$ cat src/rtl/serial_word_receiver_if.sv
// Receiver-side bundle: serial line in, CPU-facing word/valid/status out.
interface serial_word_receiver_if;
    logic        RX;
    logic        Read_Ack;
    logic [15:0] SerialRead;
    logic        SerialValid;
    logic        Overrun;
    logic        Frame_Error;
    logic        Busy;

    modport master (
        output RX, Read_Ack,
        input  SerialRead, SerialValid, Overrun, Frame_Error, Busy
    );

    modport slave (
        input  RX, Read_Ack,
        output SerialRead, SerialValid, Overrun, Frame_Error, Busy
    );
endinterface

$ cat src/rtl/serial_word_receiver.sv
// 8N1 receiver that pairs two bytes (low first) into a 16-bit word held until the CPU acks it.
module serial_word_receiver #(
    parameter int unsigned CLKS_PER_BIT = 434,
    parameter int unsigned GAP_BITS     = 20
) (
    input logic                   Clock,
    input logic                   Reset,
    serial_word_receiver_if.slave bus
);
    localparam int unsigned CntW      = $clog2(CLKS_PER_BIT);
    localparam int unsigned GapCycles = GAP_BITS * CLKS_PER_BIT;
    localparam int unsigned GapW      = $clog2(GapCycles + 1);
    localparam logic [CntW-1:0] CntLast = CntW'(CLKS_PER_BIT - 1);
    localparam logic [CntW-1:0] CntHalf = CntW'(CLKS_PER_BIT / 2 - 1);
    localparam logic [GapW-1:0] GapLast = GapW'(GapCycles - 1);

    typedef enum logic [1:0] {StIdle, StStart, StData, StStop} state_e;

    logic            rx_meta_q, line;
    state_e          state_q, state_d;
    logic [CntW-1:0] cnt_q, cnt_d;
    logic [2:0]      idx_q, idx_d;
    logic [7:0]      shift_q, shift_d;
    logic            ferr_wait_q, ferr_wait_d;
    logic            byte_done, frame_err;

    logic            pair_high_q;
    logic [7:0]      low_q;
    logic [GapW-1:0] gap_q;
    logic [15:0]     word_q;
    logic            valid_q, overrun_q, ferr_q;
    logic            start_seen;

    always_ff @(posedge Clock) begin
        if (Reset) begin
            rx_meta_q   <= 1'b1;
            line        <= 1'b1;
            state_q     <= StIdle;
            cnt_q       <= '0;
            idx_q       <= '0;
            shift_q     <= '0;
            ferr_wait_q <= 1'b0;
        end else begin
            rx_meta_q   <= bus.RX;
            line        <= rx_meta_q;
            state_q     <= state_d;
            cnt_q       <= cnt_d;
            idx_q       <= idx_d;
            shift_q     <= shift_d;
            ferr_wait_q <= ferr_wait_d;
        end
    end

    always_comb begin
        state_d     = state_q;
        cnt_d       = cnt_q;
        idx_d       = idx_q;
        shift_d     = shift_q;
        ferr_wait_d = ferr_wait_q;
        byte_done   = 1'b0;
        frame_err   = 1'b0;
        unique case (state_q)
            StIdle: begin
                if (!line) begin
                    state_d = StStart;
                    cnt_d   = '0;
                end
            end
            StStart: begin
                if (cnt_q == CntHalf) begin
                    if (line) begin
                        state_d = StIdle;
                    end else begin
                        state_d = StData;
                        cnt_d   = '0;
                        idx_d   = '0;
                    end
                end else begin
                    cnt_d = cnt_q + CntW'(1);
                end
            end
            StData: begin
                if (cnt_q == CntLast) begin
                    cnt_d   = '0;
                    shift_d = {line, shift_q[7:1]};
                    if (idx_q == 3'd7) begin
                        state_d = StStop;
                    end else begin
                        idx_d = idx_q + 3'd1;
                    end
                end else begin
                    cnt_d = cnt_q + CntW'(1);
                end
            end
            StStop: begin
                // After a bad stop bit, hold here until the line returns high.
                if (ferr_wait_q) begin
                    if (line) begin
                        state_d     = StIdle;
                        ferr_wait_d = 1'b0;
                    end
                end else if (cnt_q == CntLast) begin
                    if (line) begin
                        byte_done = 1'b1;
                        state_d   = StIdle;
                    end else begin
                        frame_err   = 1'b1;
                        ferr_wait_d = 1'b1;
                    end
                end else begin
                    cnt_d = cnt_q + CntW'(1);
                end
            end
            default: state_d = StIdle;
        endcase
    end

    assign start_seen = (state_q == StIdle) && !line;

    always_ff @(posedge Clock) begin
        if (Reset) begin
            pair_high_q <= 1'b0;
            low_q       <= '0;
            gap_q       <= '0;
            word_q      <= '0;
            valid_q     <= 1'b0;
            overrun_q   <= 1'b0;
            ferr_q      <= 1'b0;
        end else begin
            overrun_q <= 1'b0;
            ferr_q    <= frame_err;

            if (start_seen) begin
                gap_q <= '0;
            end else if (state_q == StIdle && pair_high_q) begin
                gap_q <= gap_q + GapW'(1);
            end

            if (frame_err) begin
                pair_high_q <= 1'b0;
            end else if (byte_done) begin
                if (!pair_high_q) begin
                    low_q       <= shift_q;
                    pair_high_q <= 1'b1;
                    gap_q       <= '0;
                end else begin
                    word_q      <= {shift_q, low_q};
                    pair_high_q <= 1'b0;
                end
            end else if (state_q == StIdle && pair_high_q && gap_q == GapLast) begin
                pair_high_q <= 1'b0;
            end

            // A completing word beats a same-cycle ack; only an unacked overwrite is an overrun.
            if (byte_done && pair_high_q) begin
                valid_q   <= 1'b1;
                overrun_q <= valid_q && !bus.Read_Ack;
            end else if (bus.Read_Ack && valid_q) begin
                valid_q <= 1'b0;
            end
        end
    end

    assign bus.SerialRead  = word_q;
    assign bus.SerialValid = valid_q;
    assign bus.Overrun     = overrun_q;
    assign bus.Frame_Error = ferr_q;
    assign bus.Busy        = (state_q != StIdle);
endmodule

$ cat src/flat_wrapper.sv
// flat-port wrapper written by rule: the top's interface ports become plain ports
module serial_word_receiver_flat 
#(
    parameter int unsigned CLKS_PER_BIT = 434,
    parameter int unsigned GAP_BITS     = 20
)
  (Clock, Reset, bus_RX, bus_Read_Ack, bus_SerialRead, bus_SerialValid, bus_Overrun, bus_Frame_Error, bus_Busy);
  serial_word_receiver_if bus_i ();
  input logic Clock;
  input logic Reset;
  input wire logic [$bits(bus_i.RX)-1:0] bus_RX;
  input wire logic [$bits(bus_i.Read_Ack)-1:0] bus_Read_Ack;
  output wire logic [$bits(bus_i.SerialRead)-1:0] bus_SerialRead;
  output wire logic [$bits(bus_i.SerialValid)-1:0] bus_SerialValid;
  output wire logic [$bits(bus_i.Overrun)-1:0] bus_Overrun;
  output wire logic [$bits(bus_i.Frame_Error)-1:0] bus_Frame_Error;
  output wire logic [$bits(bus_i.Busy)-1:0] bus_Busy;
  assign bus_i.RX = bus_RX;
  assign bus_i.Read_Ack = bus_Read_Ack;
  assign bus_SerialRead = bus_i.SerialRead;
  assign bus_SerialValid = bus_i.SerialValid;
  assign bus_Overrun = bus_i.Overrun;
  assign bus_Frame_Error = bus_i.Frame_Error;
  assign bus_Busy = bus_i.Busy;
  serial_word_receiver #(.CLKS_PER_BIT(CLKS_PER_BIT), .GAP_BITS(GAP_BITS)) u_core (.Clock(Clock), .Reset(Reset), .bus(bus_i));
endmodule
$ cat config.mk
export PLATFORM = sky130hd
export DESIGN_NAME = serial_word_receiver_flat
export DESIGN_NICKNAME = d
export VERILOG_FILES = /design/src/rtl/serial_word_receiver_if.sv /design/src/rtl/serial_word_receiver.sv /design/src/flat_wrapper.sv
export SDC_FILE = /design/constraint.sdc
export NUM_CORES = 1
export LEC_CHECK = 0
export CAP_MARGIN = 5
export CORE_ASPECT_RATIO = 0.9
export CORE_MARGIN = 2
export CORE_UTILIZATION = 50
export DETAILED_ROUTE_END_ITERATION = 8
export PLACE_DENSITY = 0.7
export SYNTH_ARGS = -nofsm -noshare
export SYNTH_HDL_FRONTEND = slang
export SYNTH_SLANG_ARGS = --single-unit
$ cat constraint.sdc
create_clock -name Clock -period 2.4 [get_ports Clock]
set_input_delay 0.6 -clock Clock [delete_from_list [all_inputs] [get_ports Clock]]
set_output_delay 0.6 -clock Clock [all_outputs]
set_load 0.01 [all_outputs]
**After elaboration in Yosys (flattened, before gate mapping)**

Index checks and enable logic that the tools add are counted.

- Add/sub/neg operators: 3
- Equality and inequality tests: 16
- Muxes and demuxes: 39
- Bitwise logic cells: 3
- Reductions and logical operators: 21

Operator list:

| kind | number |
|---|---|
| $mux 14 | 5 |
| $mux 9 | 5 |
| $pmux 9 s4 | 1 |
| $mux 2 | 8 |
| $add 14x1->14 const B | 1 |
| $eq 14x14->1 const B | 1 |
| $mux 1 | 14 |
| $mux 3 | 4 |
| $ne 2x2->1 const B | 5 |
| $reduce_and 5->1 | 2 |
| $add 9x1->9 const B | 1 |
| $eq 9x8->1 const B | 1 |
| $eq 9x9->1 const B | 1 |
| $pmux 2 s4 | 1 |
| $reduce_bool 2->1 | 4 |
| $logic_and 1x1->1 | 6 |
| $ne 2x1->1 const B | 3 |
| $pmux 3 s2 | 1 |
| $reduce_and 3->1 | 2 |
| $eq 2x2->1 const B | 2 |
| $reduce_and 2->1 | 2 |
| $reduce_or 2->1 | 2 |
| $add 3x1->3 const B | 1 |
| $eq 3x3->1 const B | 1 |
| other kinds (5) | 8 |

- Register bits after elaboration: 67
- Bits of input ports: 4
- Output and inout bits: 20
- Word-level logic and storage cells: 96

**Depth between registers and ports, before layout**

Gate-level depths: netlist of run 1.

- Depth in word-level cells: 7
- Mapped depth: 9
- Mapped depth without buffers: 7

**Least setup slack after synthesis of run 1**

Ideal clock, no wire load.

- Path kind: register to register
- From: reg u_core.cnt_q[0]
- To: reg u_core.idx_q[0]
- Setup time: 67 ps
- Data arrival time: 1806 ps
- Required time: 2333 ps
- Slack: 526 ps
- Cell stages (with the launch flop): 8
- Buffers on the path: 0
- Clock period less this slack: 1874 ps
- Cells stage by stage: dfxtp_1 > inv_1 > ha_1 > or4b_4 > o21ai_4 > o2111ai_4 > or3_1 > a21oi_2

- Word-level cells in the longest chain between the ends: 3
- Elaborated cells on any way between the ends: 5
- Classes of those cells: eq/ne: 4; reduce/logical: 1

Ends and longest elaborated chain:

| what | RTL line | text |
|---|---|---|
| from (decl) | serial_word_receiver.sv:21 | `logic [CntW-1:0] cnt_q, cnt_d;` |
| from (signal assigned) | serial_word_receiver.sv:47 | `cnt_q <= cnt_d;` |
| $eq 9x9->1 or $eq 9x8->1 (tied branches) | serial_word_receiver.sv:83, serial_word_receiver.sv:70 |  |
| $ne 2x1->1 (no source line) | - |  |
| $reduce_and 5->1 (no source line) * | - |  |
| to (signal assigned) | serial_word_receiver.sv:48 | `idx_q <= idx_d;` |
| to (decl) | serial_word_receiver.sv:22 | `logic [2:0] idx_q, idx_d;` |

Mark *: on every way between the ends. The rest lies on a longest branch, timed or not.
A chain may end at the register's enable or synchronous reset.

==> out/results.tsv, run 1 <==
metric	value	unit
Detailed Place HPWL	4190	µm
synth unique cells	48	
CP max FO	4	
Buffers on Ports	23	
full die area	0.00658	mm²
worst min path class	flip-flop to flip-flop	
pre-CTS setup slack	398	ps
Final GP Congestion	0.844	
GRT Resource Usage Total	19.6	%
Synth Area in Simple Gates	25.7	%
worst path required time	1800	ps
WL final	5950	µm
final worst slack	117	ps
sequential share of the synthesized area	45.1	%
FF+latch count, synth	67	
CTS tree	built	
mux cell area share after synthesis	3.37	%
1st-iter DRT viols	101	
top_reg_cell synth	dfxtp_1	
Rows	26	
WS Path Type	flip-flop to output port	
gr ovfl total	0	
clock buffer depth	2	
Fin. Hold Viols	0	
most frequent cells in the layout	dfxtp_1 (66), nand2_1 (64), a21oi_1 (32), nor2_1 (31), clkdlybuf4s50_1 (22)	
Avg Inst Size Synth	8.64	µm²
IO Pins	24	
Die H	77.1	µm
Synth Area in Compound Gates	13.7	%
placed instance area	0.00327	mm²
Worst-Skew Late Latency	340	ps
vias in the first global route	2181	
Worst Setup End Kind	output port	
first-pass GRT wire length	10300	µm
largest family of logic cells by synthesized area	simple AND/OR/NAND/NOR gates	
Post-Synth XOR/XNOR Area	3.83	%
initial core utilization	51.9	%
Cell Area, Synth	0.00297	mm²
Hold-fix buffers, CTS	0	
via count	2426	
CTS sink cnt	67	
# setup viols final	0	
final routed DRC violation total	0	
CORE AREA	0.00573	mm²
Max VDD drop	0.458	mV
worst slew pin tran	587	ps
routed len/inst	13.3	µm
antenna cells	0	
Mapped Nets	359	
TritonCTS Buffers	9	
max_slew headroom	60.5	%
Critical Path AT	1680	ps
asr flop ratio synth	0	%
RSZ-0062 raised after global routing	no	
Mapped Cells	344	
post-layout util	60.4	%
crit path time final	2280	ps
Root Buffer	clkbuf_8	
largest net degree at the start of global routing	44	
die width	85.3	µm
max-cap violations	0	
Syn. warnings	0	
Worst-path clk slew	70	ps
setup_tns	0	ps
H-tree levels	3	
max-slew violations	0	
status	finished, final reports clean	
layout cells sized above 1	9.02	%
average via count per standard cell	5.43	
f_max	0.438	GHz
Synth Area in Adders	4.63	%
period utilization	95.1	%
Final Skew	10.1	ps
most common cell after layout, fill and taps aside	dfxtp_1	
Total Nets Final	387	
antenna-violating nets left	0	
Layout area overhead	16.4	%
Lkg Pwr	1.31	nW
initial antenna violation count	0	
final instance area	0.00346	mm²
Pwr Density	625	mW/mm²
first-pass detailed-route iteration total	4	
number of synthesized flops with an enable pin	0	
Startpoint Class	flip-flop	
per-stage QoR:
step | total power, mW | cells | hold WS [ps]
2_1_floorplan | 1.25 | 344 | 389
3_3_place_gp | 1.28 | 431 | 392
3_5_place_dp | 1.29 | 431 | 399
4_1_cts | 2.18 | 447 | 416
5_1_grt | 2.25 | 447 | 435
6_report | 2.16 | 447 | 412
sequential cells by signal, indices dropped and copies added, names as in the netlist, 3 cells and up, named ones only:
register               count
u_core.cnt_q               9
u_core.bus.SerialRead     16
u_core.low_q               8
u_core.idx_q               3
u_core.gap_q              14
u_core.shift_q             8
cell usage after synthesis (5+ instances only):
cell	n	area, µm²
a21oi_1	32	160
and3_1	6	37.5
buf_2	5	25.0
clkbuf_1	7	26.3
dfxtp_1	67	1340
ha_1	11	138
inv_1	11	41.3
mux2i_1	10	100
nand2_1	64	240
nand3_1	18	90.1
nor2_1	31	116
nor3_1	10	50.1
xor2_1	9	78.8
kinds of logic (layout without fill, tap and decap cells):
group	Yosys count	count (layout)
adders and majority gates	11	11
xor gates and xnor gates	13	13
AOI/OAI and AO/OA	59	59
DFF	67	67
and+or+nand+nor	160	160
muxes	10	10
buffers and inverters	24	57
worst paths after layout:
kind	slack [ps]	depth (start not counted)	endpoint	startpoint
worst max register to register	370	7	u_core.idx_q[0]$_SDFFE_PP0P_	u_core.cnt_q[0]$_SDFFE_PP0P_
worst min-delay path	410	1	u_core.line$_SDFF_PP1_	u_core.rx_meta_q$_SDFF_PP1_
worst min register to register	410	1	u_core.line$_SDFF_PP1_	u_core.rx_meta_q$_SDFF_PP1_
worst max-delay path	120	4	bus_Busy	flip-flop
layout make-up:
cell class,instances,area [µm²]
Fill cell,500,2270
Multi-Input combinational cell,253,1520
Sequential cell,67,1340
Timing Repair Buffer,30,278
Clock buffer,11,131
Tap cell,70,87.6
Clock inverter,5,53.8
Inverter,11,41.3
layer usage:
layer | GRT usage [%] | wire (µm) | vias up
met5 | 0 | 0 | -
met4 | 4.76 | 46 | 0
met3 | 6.46 | 289 | 5
met2 | 30.5 | 2660 | 43
met1 | 26.2 | 2950 | 1133
li1 | - | - | 1245
what timing repair did:
| item | in CTS | in global routing |
|---|---|---|
| endpoints found under the setup margin | 0 | 1 |
| gates resized for setup | 0 | 1 |
| buffers inserted | 0 | 0 |
| hold endpoints to repair | 0 | 0 |
worst max-delay path, stage by stage, from the launching register on:
cell             delay, ps
dfxtp_1                370
inv_1                  100
ha_1                   230
inv_1                  100
clkdlybuf4s50_1        540
power by group:
group	internal [mW]	switching, mW	leakage [nW]
Combinational	0.0509	0.0876	0.668
Clock	0.477	0.420	0.0971
Sequential	1.12	0.00897	0.540
Power figures use the tool's default switching activity.
==> run 2, diff against run 1 <==
--- a/config.mk
+++ b/config.mk
@@ -6,10 +6,10 @@
 export NUM_CORES = 1
 export LEC_CHECK = 0
 export CAP_MARGIN = 5
-export CORE_ASPECT_RATIO = 0.9
 export CORE_MARGIN = 2
 export CORE_UTILIZATION = 50
 export DETAILED_ROUTE_END_ITERATION = 8
+export HOLD_SLACK_MARGIN = 0.02
 export PLACE_DENSITY = 0.7
 export SYNTH_ARGS = -nofsm -noshare
 export SYNTH_HDL_FRONTEND = slang
==> out/results.tsv, run 2 (synthesis gave the netlist of run 1 again) <==
metric	value	unit	change
status	finished, final reports clean		
Detailed Place HPWL	4160	µm	-0.78%
final routed DRC violation total	0		unchanged
Final GP Congestion	0.808		-4.3%
CTS tree	built		
setup_tns	0	ps	unchanged
largest net degree at the start of global routing	44		unchanged
layout cells sized above 1	9.07	%	+0.048 points
1st-iter DRT viols	106		+5.0%
WL final	5930	µm	-0.25%
Final Power	2.13	mW	-1.6%
H-tree levels	3		unchanged
first-pass detailed-route iteration total	4		unchanged
gr ovfl total	0		unchanged
crit-path cells	inv_1 -> ha_1 -> or4b_4 -> o21ai_4 -> o2111ai_4 -> or3_1 -> a21oi_2		
Hold-fix buffers, CTS	0		unchanged
max reg flops	16		unchanged
area of the multi-input gates	0.00152	mm²	unchanged
Critical Path Max Stage Delay	490	ps	-50 ps
CTS sink cnt	67		unchanged
Lkg Pwr	1.32	nW	+0.91%
via count	2455		+1.2%
Rows	28		+7.7%
max-slew violations	0		unchanged
first-pass GRT wire length	9960	µm	-3.5%
Pwr Density	614	mW/mm²	-1.8%
Worst Setup End Kind	flip-flop		
Die H	81.1	µm	+5.1%
worst min path class	flip-flop to flip-flop		
routed len/inst	13.2	µm	-0.92%
WS Path Type	flip-flop to flip-flop		
f_max	0.498	GHz	+14%
launch point of the worst reg-to-reg path	u_core.cnt_q[0]$_SDFFE_PP0P_		
die width	81.1	µm	-4.9%
RSZ-0062 raised after global routing	no		
GRT Resource Usage Total	19.7	%	+0.12 points
max_slew headroom	59.4	%	-1.2 points
Layout area overhead	16.7	%	
full die area	0.00658	mm²	about the same
clock buffer depth	2		unchanged
Critical Path AT	2280	ps	+600 ps
Buffers on Ports	23		unchanged
CP max-delay cell	or4b_4		
initial core utilization	51.1	%	-0.80 points
CORE AREA	0.00582	mm²	+1.6%
Fin. Hold Viols	0		unchanged
antenna-violating nets left	0		unchanged
initial antenna violation count	0		unchanged
Root Buffer	clkbuf_8		
final instance area	0.00347	mm²	+0.29%
placed instance area	0.00328	mm²	+0.19%
crit path launch	u_core.cnt_q[0]$_SDFFE_PP0P_		
crit path time final	2010	ps	-275 ps
Total Nets Final	387		unchanged
Worst-Skew Late Latency	330	ps	about the same
FILL cells	524		+4.8%
max-cap violations	0		unchanged
IO Pins	24		unchanged
worst path required time	2670	ps	+870 ps
vias in the first global route	2206		+1.1%
register area	0.00134	mm²	unchanged
# setup viols final	0		unchanged
period utilization	83.7	%	-11 points
Startpoint Class	flip-flop		
Max VDD drop	0.358	mV	-22%
most frequent cells in the layout	dfxtp_1 (66), nand2_1 (64), a21oi_1 (32), nor2_1 (31), clkdlybuf4s50_1 (21)		
CP max FO	6		+2
TritonCTS Buffers	9		unchanged
most common cell after layout, fill and taps aside	dfxtp_1		
hold_sp	u_core.rx_meta_q$_SDFF_PP1_		
average via count per standard cell	5.46		+0.52%
Worst-path clk slew	70	ps	about the same
antenna cells	0		unchanged
Final Skew	5.95	ps	-4.18 ps
worst slew pin tran	604	ps	+17.4 ps
## run 2: cell count changes in the layout (fill, tap and decap cells not counted), sizes merged
| cell | delta |
|---|---|
| clkdlybuf4s50 | -1 |
| clkinv | -4 |
| clkbuf | +2 |
| bufinv | -1 |
| clkinvlp | +1 |
| dlymetal6s2s | +1 |
## run 2: layout make-up
cell class / instances / area share, %
clock buffer: 13 / 5.16
clock inverter: 1 / 0.216
inverter: 11 / 1.19
multi-input combinational: 253 / 43.9
sequential: 67 / 38.7
tap: 75 / 2.71
timing repair buffer: 30 / 8.08
## run 2: per-layer routing
| metal | global-route usage, % | wire, µm | up-vias |
|---|---|---|---|
| li1 | - | - | 1246 |
| met1 | 24.7 | 2790 | 1152 |
| met2 | 31.6 | 2820 | 50 |
| met3 | 6.78 | 256 | 7 |
| met4 | 6.78 | 65 | 0 |
| met5 | 0 | 0 | - |
## run 2: what timing repair did
action / CTS / global route
gates resized for setup: 0 / 2
buffers inserted: 0 / 0
endpoints found under the setup margin: 0 / 1
## run 2: worst max-delay path, delay by kind of cell (launching register included)
family / cells / cell delay (ps)
adder cells (fa/ha/maj): 1 / 130
flip-flops: 1 / 350
buffers and inverters: 1 / 90
AO/OA/AOI/OAI: 3 / 530
AND/OR/NAND/NOR: 2 / 850
## run 2: through the flow
step | hold WS [ps] | instances | util [%] | setup slack (ps)
2_1_floorplan | 389 | 344 | - | 526
3_3_place_gp | 396 | 436 | 56.4 | 425
3_5_place_dp | 396 | 436 | 56.4 | 380
4_1_cts | 412 | 450 | 59.6 | 18.8
5_1_grt | 434 | 450 | 59.6 | 241
6_report | 410 | 450 | 59.6 | 392
## run 2: worst paths after layout
path	slack (ps)	cells past startpoint	end
min reg2reg	410	1	u_core.line$_SDFF_PP1_
min	410	1	u_core.line$_SDFF_PP1_
max	390	7	u_core.idx_q[0]$_SDFFE_PP0P_
max reg2reg	390	7	u_core.idx_q[0]$_SDFFE_PP0P_
## run 2: power by group
part | total, mW | leakage [nW] | internal, mW | switching [mW]
combinational | 0.138 | 0.683 | 0.0502 | 0.0880
sequential | 1.13 | 0.540 | 1.12 | 0.00939
clock | 0.863 | 0.0936 | 0.477 | 0.386
